===== config.mk =====
export PLATFORM = sky130hd
export DESIGN_NAME = muldiv_sched_flat
export DESIGN_NICKNAME = d
export VERILOG_FILES = /design/src/rtl/muldiv_pkg.sv /design/src/rtl/muldiv_sched_if.sv /design/src/rtl/muldiv_sched.sv /design/src/flat_wrapper.sv
export SDC_FILE = /design/constraint.sdc
export NUM_CORES = 1
export LEC_CHECK = 0
export ABC_AREA = 0
export BUFFER_PORTS_ARGS = -buffer_cell sky130_fd_sc_hd__buf_4
export CORE_AREA = 10 10 145 147
export DETAILED_ROUTE_END_ITERATION = 7
export DIE_AREA = 0 0 155 157
export MAX_ROUTING_LAYER = met4
export SLEW_MARGIN = 20
export SYNTH_ARGS = -nofsm -noshare
export SYNTH_HDL_FRONTEND = slang
export SYNTH_SLANG_ARGS = --single-unit

===== constraint.sdc =====
create_clock -name i_clk -period 2.9 [get_ports i_clk]
set_clock_uncertainty 0.05 [all_clocks]
set_input_delay 0.87 -clock i_clk [delete_from_list [all_inputs] [get_ports i_clk]]
set_output_delay 0.87 -clock i_clk [all_outputs]
set_load 0.1 [all_outputs]

===== src/rtl/muldiv_pkg.sv =====
// Shared types and constants for the EX-stage multiply/divide scheduler.
package muldiv_pkg;

    localparam int unsigned DEF_DATA_W  = 32;
    localparam int unsigned DEF_MUL_LAT = 2;

    // LO is filled with this bit on a short-circuited divide by zero.
    localparam logic DIV0_LO_BIT = 1'b1;

    typedef enum logic [2:0] {
        OpNop   = 3'd0,
        OpMult  = 3'd1,
        OpMultu = 3'd2,
        OpDiv   = 3'd3,
        OpDivu  = 3'd4,
        OpMthi  = 3'd5,
        OpMtlo  = 3'd6
    } md_op_e;

    typedef enum logic [1:0] {
        StIdle    = 2'd0,
        StMulWait = 2'd1,
        StDivWait = 2'd2,
        StDone    = 2'd3
    } md_state_e;

endpackage


===== src/rtl/muldiv_sched_if.sv =====
// EX request, mul/div unit and HI/LO signals of the muldiv scheduler.
// Names carry the scheduler's view: i_ driven into it, o_ driven by it.
interface muldiv_sched_if import muldiv_pkg::*; #(
    parameter int unsigned DATA_W = DEF_DATA_W
) ();

    logic                  i_flush;
    logic                  i_req_valid;
    md_op_e                i_req_op;
    logic [DATA_W-1:0]     i_src_a;
    logic [DATA_W-1:0]     i_src_b;
    logic                  o_mul_signed;
    logic [DATA_W-1:0]     o_mul_ina;
    logic [DATA_W-1:0]     o_mul_inb;
    logic [2*DATA_W-1:0]   i_mul_result;
    logic                  o_div_start;
    logic                  o_div_annul;
    logic                  o_div_signed;
    logic [DATA_W-1:0]     o_div_opa;
    logic [DATA_W-1:0]     o_div_opb;
    logic                  i_div_ready;
    logic [2*DATA_W-1:0]   i_div_result;
    logic                  o_stallreq;
    logic [DATA_W-1:0]     o_hi;
    logic [DATA_W-1:0]     o_lo;
    logic                  o_busy;

    modport master (
        output i_flush, i_req_valid, i_req_op, i_src_a, i_src_b,
        output i_mul_result, i_div_ready, i_div_result,
        input  o_mul_signed, o_mul_ina, o_mul_inb,
        input  o_div_start, o_div_annul, o_div_signed, o_div_opa, o_div_opb,
        input  o_stallreq, o_hi, o_lo, o_busy
    );

    modport slave (
        input  i_flush, i_req_valid, i_req_op, i_src_a, i_src_b,
        input  i_mul_result, i_div_ready, i_div_result,
        output o_mul_signed, o_mul_ina, o_mul_inb,
        output o_div_start, o_div_annul, o_div_signed, o_div_opa, o_div_opb,
        output o_stallreq, o_hi, o_lo, o_busy
    );

endinterface


===== src/rtl/muldiv_sched.sv =====
// EX-stage MULT/DIV/MTHI/MTLO sequencer owning HI/LO.
// MULDIV_DIV0_FAST_EN: divide by zero bypasses the divider (HI=src_a, LO=all ones).
module muldiv_sched import muldiv_pkg::*; #(
    parameter int unsigned DATA_W  = DEF_DATA_W,
    parameter int unsigned MUL_LAT = DEF_MUL_LAT
) (
    input  logic          i_clk,
    input  logic          i_resetn,
    muldiv_sched_if.slave md
);

    localparam int unsigned     CNT_W    = (MUL_LAT > 1) ? $clog2(MUL_LAT) : 1;
    localparam logic [CNT_W-1:0] CNT_INIT = CNT_W'(MUL_LAT - 1);

    md_state_e         r_state, w_state_next;
    logic [CNT_W-1:0]  r_cnt, w_cnt_next;
    logic [DATA_W-1:0] r_hi, w_hi_next;
    logic [DATA_W-1:0] r_lo, w_lo_next;
    logic              w_stallreq, w_div_start, w_div_annul;
    logic              w_is_mul, w_is_div, w_div0_fast;

    assign w_is_mul = (md.i_req_op == OpMult) || (md.i_req_op == OpMultu);
    assign w_is_div = (md.i_req_op == OpDiv)  || (md.i_req_op == OpDivu);

`ifdef MULDIV_DIV0_FAST_EN
    assign w_div0_fast = (md.i_src_b == '0);
`else
    assign w_div0_fast = 1'b0;
`endif

    always_ff @(posedge i_clk or negedge i_resetn) begin
        if (!i_resetn) begin
            r_state <= StIdle;
            r_cnt   <= '0;
            r_hi    <= '0;
            r_lo    <= '0;
        end else begin
            r_state <= w_state_next;
            r_cnt   <= w_cnt_next;
            r_hi    <= w_hi_next;
            r_lo    <= w_lo_next;
        end
    end

    always_comb begin
        w_state_next = r_state;
        w_cnt_next   = r_cnt;
        w_hi_next    = r_hi;
        w_lo_next    = r_lo;
        w_stallreq   = 1'b0;
        w_div_start  = 1'b0;
        w_div_annul  = 1'b0;
        if (md.i_flush) begin
            // Flush wins over a same-cycle div_ready or mul completion.
            w_state_next = StIdle;
            w_div_annul  = (r_state == StDivWait);
        end else begin
            unique case (r_state)
                StIdle: begin
                    if (md.i_req_valid) begin
                        if (w_is_mul) begin
                            w_stallreq   = 1'b1;
                            w_cnt_next   = CNT_INIT;
                            w_state_next = StMulWait;
                        end else if (w_is_div && w_div0_fast) begin
                            w_stallreq   = 1'b1;
                            w_hi_next    = md.i_src_a;
                            w_lo_next    = {DATA_W{DIV0_LO_BIT}};
                            w_state_next = StDone;
                        end else if (w_is_div) begin
                            w_stallreq   = 1'b1;
                            w_div_start  = 1'b1;
                            w_state_next = StDivWait;
                        end else if (md.i_req_op == OpMthi) begin
                            w_hi_next = md.i_src_a;
                        end else if (md.i_req_op == OpMtlo) begin
                            w_lo_next = md.i_src_a;
                        end
                    end
                end
                StMulWait: begin
                    w_stallreq = 1'b1;
                    if (r_cnt == '0) begin
                        w_hi_next    = md.i_mul_result[2*DATA_W-1:DATA_W];
                        w_lo_next    = md.i_mul_result[DATA_W-1:0];
                        w_state_next = StDone;
                    end else begin
                        w_cnt_next = r_cnt - CNT_W'(1);
                    end
                end
                StDivWait: begin
                    w_stallreq  = 1'b1;
                    w_div_start = 1'b1;
                    if (md.i_div_ready) begin
                        w_hi_next    = md.i_div_result[2*DATA_W-1:DATA_W];
                        w_lo_next    = md.i_div_result[DATA_W-1:0];
                        w_state_next = StDone;
                    end
                end
                StDone: begin
                    // EX advances this cycle; a still-high req_valid is the finished op.
                    w_state_next = StIdle;
                end
                default: w_state_next = StIdle;
            endcase
        end
    end

    assign md.o_mul_signed = (md.i_req_op == OpMult);
    assign md.o_mul_ina    = md.i_src_a;
    assign md.o_mul_inb    = md.i_src_b;
    assign md.o_div_signed = (md.i_req_op == OpDiv);
    assign md.o_div_opa    = md.i_src_a;
    assign md.o_div_opb    = md.i_src_b;
    assign md.o_div_start  = w_div_start;
    assign md.o_div_annul  = w_div_annul;
    assign md.o_stallreq   = w_stallreq;
    assign md.o_hi         = r_hi;
    assign md.o_lo         = r_lo;
    assign md.o_busy       = (r_state != StIdle);

endmodule


===== src/flat_wrapper.sv =====
// flat-port wrapper written by rule: the top's interface ports become plain ports
module muldiv_sched_flat import muldiv_pkg::*;
#(
    parameter int unsigned DATA_W  = DEF_DATA_W,
    parameter int unsigned MUL_LAT = DEF_MUL_LAT
)
  (i_clk, i_resetn, md_i_flush, md_i_req_valid, md_i_req_op, md_i_src_a, md_i_src_b, md_i_mul_result, md_i_div_ready, md_i_div_result, md_o_mul_signed, md_o_mul_ina, md_o_mul_inb, md_o_div_start, md_o_div_annul, md_o_div_signed, md_o_div_opa, md_o_div_opb, md_o_stallreq, md_o_hi, md_o_lo, md_o_busy);
  muldiv_sched_if #(.DATA_W(DATA_W)) md_i ();
  input  logic i_clk;
  input  logic i_resetn;
  input wire logic [$bits(md_i.i_flush)-1:0] md_i_flush;
  input wire logic [$bits(md_i.i_req_valid)-1:0] md_i_req_valid;
  input wire logic [$bits(md_i.i_req_op)-1:0] md_i_req_op;
  input wire logic [$bits(md_i.i_src_a)-1:0] md_i_src_a;
  input wire logic [$bits(md_i.i_src_b)-1:0] md_i_src_b;
  input wire logic [$bits(md_i.i_mul_result)-1:0] md_i_mul_result;
  input wire logic [$bits(md_i.i_div_ready)-1:0] md_i_div_ready;
  input wire logic [$bits(md_i.i_div_result)-1:0] md_i_div_result;
  output wire logic [$bits(md_i.o_mul_signed)-1:0] md_o_mul_signed;
  output wire logic [$bits(md_i.o_mul_ina)-1:0] md_o_mul_ina;
  output wire logic [$bits(md_i.o_mul_inb)-1:0] md_o_mul_inb;
  output wire logic [$bits(md_i.o_div_start)-1:0] md_o_div_start;
  output wire logic [$bits(md_i.o_div_annul)-1:0] md_o_div_annul;
  output wire logic [$bits(md_i.o_div_signed)-1:0] md_o_div_signed;
  output wire logic [$bits(md_i.o_div_opa)-1:0] md_o_div_opa;
  output wire logic [$bits(md_i.o_div_opb)-1:0] md_o_div_opb;
  output wire logic [$bits(md_i.o_stallreq)-1:0] md_o_stallreq;
  output wire logic [$bits(md_i.o_hi)-1:0] md_o_hi;
  output wire logic [$bits(md_i.o_lo)-1:0] md_o_lo;
  output wire logic [$bits(md_i.o_busy)-1:0] md_o_busy;
  assign md_i.i_flush = md_i_flush;
  assign md_i.i_req_valid = md_i_req_valid;
  assign md_i.i_req_op = md_i_req_op;
  assign md_i.i_src_a = md_i_src_a;
  assign md_i.i_src_b = md_i_src_b;
  assign md_i.i_mul_result = md_i_mul_result;
  assign md_i.i_div_ready = md_i_div_ready;
  assign md_i.i_div_result = md_i_div_result;
  assign md_o_mul_signed = md_i.o_mul_signed;
  assign md_o_mul_ina = md_i.o_mul_ina;
  assign md_o_mul_inb = md_i.o_mul_inb;
  assign md_o_div_start = md_i.o_div_start;
  assign md_o_div_annul = md_i.o_div_annul;
  assign md_o_div_signed = md_i.o_div_signed;
  assign md_o_div_opa = md_i.o_div_opa;
  assign md_o_div_opb = md_i.o_div_opb;
  assign md_o_stallreq = md_i.o_stallreq;
  assign md_o_hi = md_i.o_hi;
  assign md_o_lo = md_i.o_lo;
  assign md_o_busy = md_i.o_busy;
  muldiv_sched #(.DATA_W(DATA_W), .MUL_LAT(MUL_LAT)) u_core (.i_clk(i_clk), .i_resetn(i_resetn), .md(md_i));
endmodule

==> qor.yml, run 1 <==
gr-total-overflow: 0
crit_family: "buffers and inverters"
remaining_drc_errors: 0
syn_inst: 499
report.final.slew_viol_count: 0
ant_nets: 0
diodes: 0
tightest_slew_ns: 0.884
track_usage_pct: 13.8
die_y_um: 157
cp.arrival_ns: 1.91
vdd_drop_max_mv: 0.675
fin_ws_ns: 0.0733
port_buffers: 301
synth_edf_count: 0
synth_common_cells: "buf_4 (128), a21oi_1 (67), dfrtp_1 (67), a22oi_1 (64), mux2_4 (60)"
final.min_clock_period_ns: 2.83
fmax_mhz: 354
yosysTopAreaCellShare_pct: 33.3
dp_cells: 888
ys.flop_type: "dfrtp_1"
antenna_found_initial: 0
ys_ff_latch: 67
design.portCount: 398
p_leak_nw: 3.49
setup_viol: 0
yosysMostFrequentCell: "buf_4"
place_ws_ns: 0.0351
grt_pass1_vias: 4622
synth.largest_area_cell: "dfrtp_1"
clkTransAtPathRegs_ns: 0.05
htreeDepth: 3
crit_path_start: "md_i_req_op[2]"
cap_viol_max_count: 0
crit_fanout: 4
yosysSeqAreaShare_pct: 33.3
nets: 870
detail_route.first_pass.iterations: 4
relSlewSlack_pct: 41.1
synth_area_sq_mm: 0.00504
critPathLaunchType: "input pin"
path_common_cell: "buf_4"
hold_violations: 0
postSynth.asyncResetShare_pct: 100
root_buffer: "clkbuf_16"
crit_path_end_kind: "output port"
synth.area.top_cells: "dfrtp_1 (33%), buf_4 (19%), mux2_4 (18%)"
powerDensity_mw_per_mm2: 1390
rsz0062_at_grt: "no"
crit_slowest_cell: "and3b_4"
reg2reg_from: "u_core.r_state[0]"
min_period_over_period_pct: 97.5
path_cells: "buf_4, and3b_4, o21bai_1, a31oi_1, nor2_4, buf_4"
wirelength_mm: 17.5
avgSynthCellArea_sq_um: 10.1
die_w_um: 155
worstPathRequired_ns: 1.98
status: "complete, no violations"
fin_cells: 904
critPathKind: "input pin to output port"
hp-class: "flop to flop"
viasPerCell: 4.69
synthesis.nets: 704
grt_max_degree: 68
cts_tree: "yes"
gp_congestion: 0.851
hpwl_mm: 14.2
syn_to_final_growth_pct: 39.0
path_buf_inv: 2
critPathMaxStageDelay_ns: 0.28
num_rows: 50
cts_made_buffers: 9
routedWlPerCell_um: 19.3
dr_total_vias: 4239
hp-start: "u_core.md.o_hi[0]"
insertion_delay_ns: 0.33
core_area_sq_mm: 0.0183
drive_gt1_share_pct: 60.7
clock_sinks: 67
clock_path_buffers: 2
initialDrtViolationCount: 167
synth.distinct_cells: 34
die_area_sq_mm: 0.0243
ys_warn_count: 0
grt_first_pass_wirelength_mm: 25.8
initial_core_util_pct: 27.5
cell families after synthesis:
logic type	count (synthesis)	share of synthesized area, %
multiplexers	64	18.8
AND/OR/NAND/NOR	47	4.25
AO/OA/AOI/OAI	149	19.5
buffers and inverters	166	22.8
adder cells (fa/ha/maj)	5	1.24
XOR/XNOR	1	0.174
flip-flops	67	33.3
repair_timing:
action	4_1_cts	5_1_grt
gates resized for setup	0	2
setup endpoints to repair	0	1
setup buffers	0	0
hold buffers	0	0
per-stage QoR:
| step | utilization [%] | hold slack [ns] | cell area (sq um) | setup TNS, ns | total power, mW |
|---|---|---|---|---|---|
| final | 38.2 | 0.456 | 7000 | 0 | 9.71 |
| after CTS | 38.2 | 0.461 | 7000 | 0 | 9.81 |
| after global placement | 36.3 | 0.441 | 6650 | 0 | 8.47 |
| after global routing | 38.2 | 0.476 | 7000 | 0 | 10.1 |
| after detailed placement | 36.3 | 0.443 | 6650 | 0 | 8.50 |
| after floorplan | - | 0.486 | 5070 | -0.200 | 7.41 |
final cells by class:
cell class,count,area [sq um]
Inverter,7,26.3
Multi-Input combinational cell,266,2270
Timing Repair Buffer,314,2400
Tap cell,234,293
Fill cell,1860,11300
Sequential cell,67,1680
Clock inverter,6,113
Clock buffer,10,229
worst register-to-register path, stage by stage, from the launching register on:
cell       delay [ns]
dfrtp_1          0.39
inv_1            0.12
ha_2             0.25
nor2b_1          0.16
a211oi_2         0.44
o2111ai_4        0.21
buf_4            0.26
mux2_4           0.33
power breakdown:
part           switching, mW  leakage, nW  total [mW]  internal [mW]
Clock                  0.420        0.167        1.26          0.843
Sequential             0.271        0.813        1.66           1.39
Combinational           5.00         2.51        6.79           1.78
Total                   5.69         3.49        9.71           4.02
cell usage in the layout (no fill, tap or decap), types with 3 or more instances in the layout:
cell type  instances
a21oi_1           67
a22oi_1           64
buf_12             3
buf_4            310
bufinv_16          3
clkbuf_16          9
dfrtp_1           67
ha_2               3
inv_1              7
mux2_2             4
mux2_4            60
nor2_1            34
o21ai_0            6
sequential cells by signal, indices dropped and copies added, names as in the netlist:
name	count
u_core.r_cnt	1
u_core.md.o_hi	32
u_core.r_state	2
u_core.md.o_lo	32
metal layers:
layer / up-vias / track usage, % / routed length [um] / part of all wire [%]
met2: 230 / 22.1 / 8500 / 49
met1: 1984 / 14.9 / 6650 / 38
met3: 43 / 5.40 / 1770 / 10
li1: 1982 / - / - / -
met4: 0 / 6.34 / 556 / 3.2
met5: - / - / 0 / 0
path summary, 6_finish.rpt:
| check | endpoint | slack, ns | depth (start not counted) |
|---|---|---|---|
| setup / recovery | md_o_div_start | 0.07 | 6 |
| hold / removal | u_core.md.o_hi[0] | 0.46 | 1 |
| setup reg to reg | u_core.md.o_lo[30] | 0.57 | 7 |
| hold reg to reg | u_core.md.o_hi[0] | 0.46 | 1 |
| max in group asynchronous | u_core.md.o_lo[19] | 1.60 | 1 |
| min in group asynchronous | u_core.md.o_hi[15] | 0.58 | 1 |
Power figures use the tool's default switching activity.
==> run 2, diff against run 1 <==
--- a/config.mk
+++ b/config.mk
@@ -6,7 +6,7 @@
 export NUM_CORES = 1
 export LEC_CHECK = 0
 export ABC_AREA = 0
-export BUFFER_PORTS_ARGS = -buffer_cell sky130_fd_sc_hd__buf_4
+export BUFFER_PORTS_ARGS = -buffer_cell sky130_fd_sc_hd__clkbuf_2
 export CORE_AREA = 10 10 145 147
 export DETAILED_ROUTE_END_ITERATION = 7
 export DIE_AREA = 0 0 155 157
==> run 2 against run 1 <==
Register-to-register slack worse by 0.05 ns. Design area shrank 9.6%. Combinational power decreased by 5.4%. Critical path depth is the same. Sequential power hardly changed. Die area did not move. Clock power decreased by 7%. Fmax is 0.15% higher. Hold slack got worse by 0.043 ns.
==> qor.yml, run 2 (synthesized netlist as in run 1, its figures left out) <==
status: "complete, no violations"
hp-class: "input pin to async pin"
clock_sinks: 67
min_period_over_period_pct: 97.3
final_area_sq_mm: 0.00633
cts_tree: "yes"
cts_made_buffers: 9
gp_congestion: 0.840
cap_viol_max_count: 0
port_buffers: 301
htreeDepth: 3
final_common_cell: "clkbuf_2"
initialDrtViolationCount: 143
root_buffer: "clkbuf_16"
placed_area_sq_mm: 0.00600
mostFrequentLayoutCells: "clkbuf_2 (294), a21oi_1 (67), dfrtp_1 (67)"
dp_cells: 889
tightest_slew_ns: 0.721
critPathKind: "input pin to output port"
remaining_drc_errors: 0
diodes: 0
setup_viol: 0
final.setup.tns_ns: 0
wirelength_mm: 16.7
grt_first_pass_wirelength_mm: 25.3
insertion_delay_ns: 0.33
nets: 872
r2r_cells: 7
core_area_sq_mm: 0.0183
ant_nets: 0
die_y_um: 157
final.min_clock_period_ns: 2.82
vdd_drop_max_mv: 0.807
viasPerCell: 4.61
antenna_found_initial: 0
detail_route.first_pass.iterations: 4
initial_core_util_pct: 27.5
grt_pass1_vias: 4626
crit_fanout: 8
rrSetupSlack_ns: 0.52
routedWlPerCell_um: 18.4
design.portCount: 398
crit_end: "md_o_div_start"
relSlewSlack_pct: 51.9
report.final.slew_viol_count: 0
die_w_um: 155
hpwl_mm: 13.8
grt_max_degree: 67
crit_path_end_kind: "output port"
gr-total-overflow: 0
clock_path_buffers: 2
rsz0062_at_grt: "no"
num_rows: 50
crit_path_start: "md_i_req_op[2]"
critPathLaunchType: "input pin"
fin_ws_ns: 0.0774
drive_gt1_share_pct: 60.9
fin_cells: 906
fmax_mhz: 354
power_mw: 9.26
dr_total_vias: 4175
syn_to_final_growth_pct: 25.7
track_usage_pct: 13.4
reg2reg_from: "u_core.r_state[0]"
cp.arrival_ns: 1.90
r2r_end: "u_core.md.o_lo[7]"
postCtsHoldBufs: 0
worstPathRequired_ns: 1.98
die_area_sq_mm: 0.0243
p_leak_nw: 3.31
hold_violations: 0
clkTransAtPathRegs_ns: 0.06
powerDensity_mw_per_mm2: 1460
place_ws_ns: 0.0378
run 2: critical path, cell delays in order:
cell	delay, ns
clkbuf_2	0.14
and3b_4	0.31
o21bai_1	0.12
a31oi_2	0.13
nor2_4	0.15
buf_12	0.18
run 2: layer usage:
| layer | wire length, um | global-route usage [%] | vias to the layer above |
|---|---|---|---|
| met2 | 8190 | 22.0 | 233 |
| met1 | 6470 | 14.1 | 1921 |
| met4 | 368 | 4.63 | 0 |
| met5 | 0 | - | - |
| li1 | - | - | 1995 |
| met3 | 1640 | 5.84 | 26 |
run 2: worst min path at each step:
stage | start | to | slack, ns
2_1_floorplan | u_core.r_cnt | u_core.r_cnt | 0.49
6_report | i_resetn | u_core.md.o_hi[15] | 0.41
5_1_grt | i_resetn | u_core.md.o_hi[15] | 0.43
3_5_place_dp | u_core.md.o_hi[6] | u_core.md.o_hi[6] | 0.44
4_1_cts | i_resetn | u_core.md.o_hi[15] | 0.41
3_3_place_gp | u_core.md.o_lo[19] | u_core.md.o_lo[19] | 0.44
run 2: power by group:
part / leakage, nW / internal [mW] / switching, mW
sequential: 0.813 / 1.39 / 0.275
clock: 0.149 / 0.754 / 0.413
combinational: 2.35 / 1.44 / 4.99
total: 3.31 / 3.58 / 5.68
run 2: area by class of cell:
type                    instances  area (sq um)
repair buffers                316          1750
inverters                       7          26.3
flip-flops and latches         67          1680
well taps                     234           293
multi-input cells             266          2270
clock inverters                 6          88.8
fillers                      1868         12000
clock buffers                  10           229
run 2: per-stage QoR:
stage	hold slack, ns	util, %
6_report	0.413	34.5
5_1_grt	0.429	34.5
4_1_cts	0.413	34.5
3_5_place_dp	0.444	32.7
3_3_place_gp	0.441	32.7
2_1_floorplan	0.486	-
run 2: timing repair:
item	4_1_cts	5_1_grt
setup endpoints to repair	0	2
buffers inserted	0	1
gates resized for setup	0	3
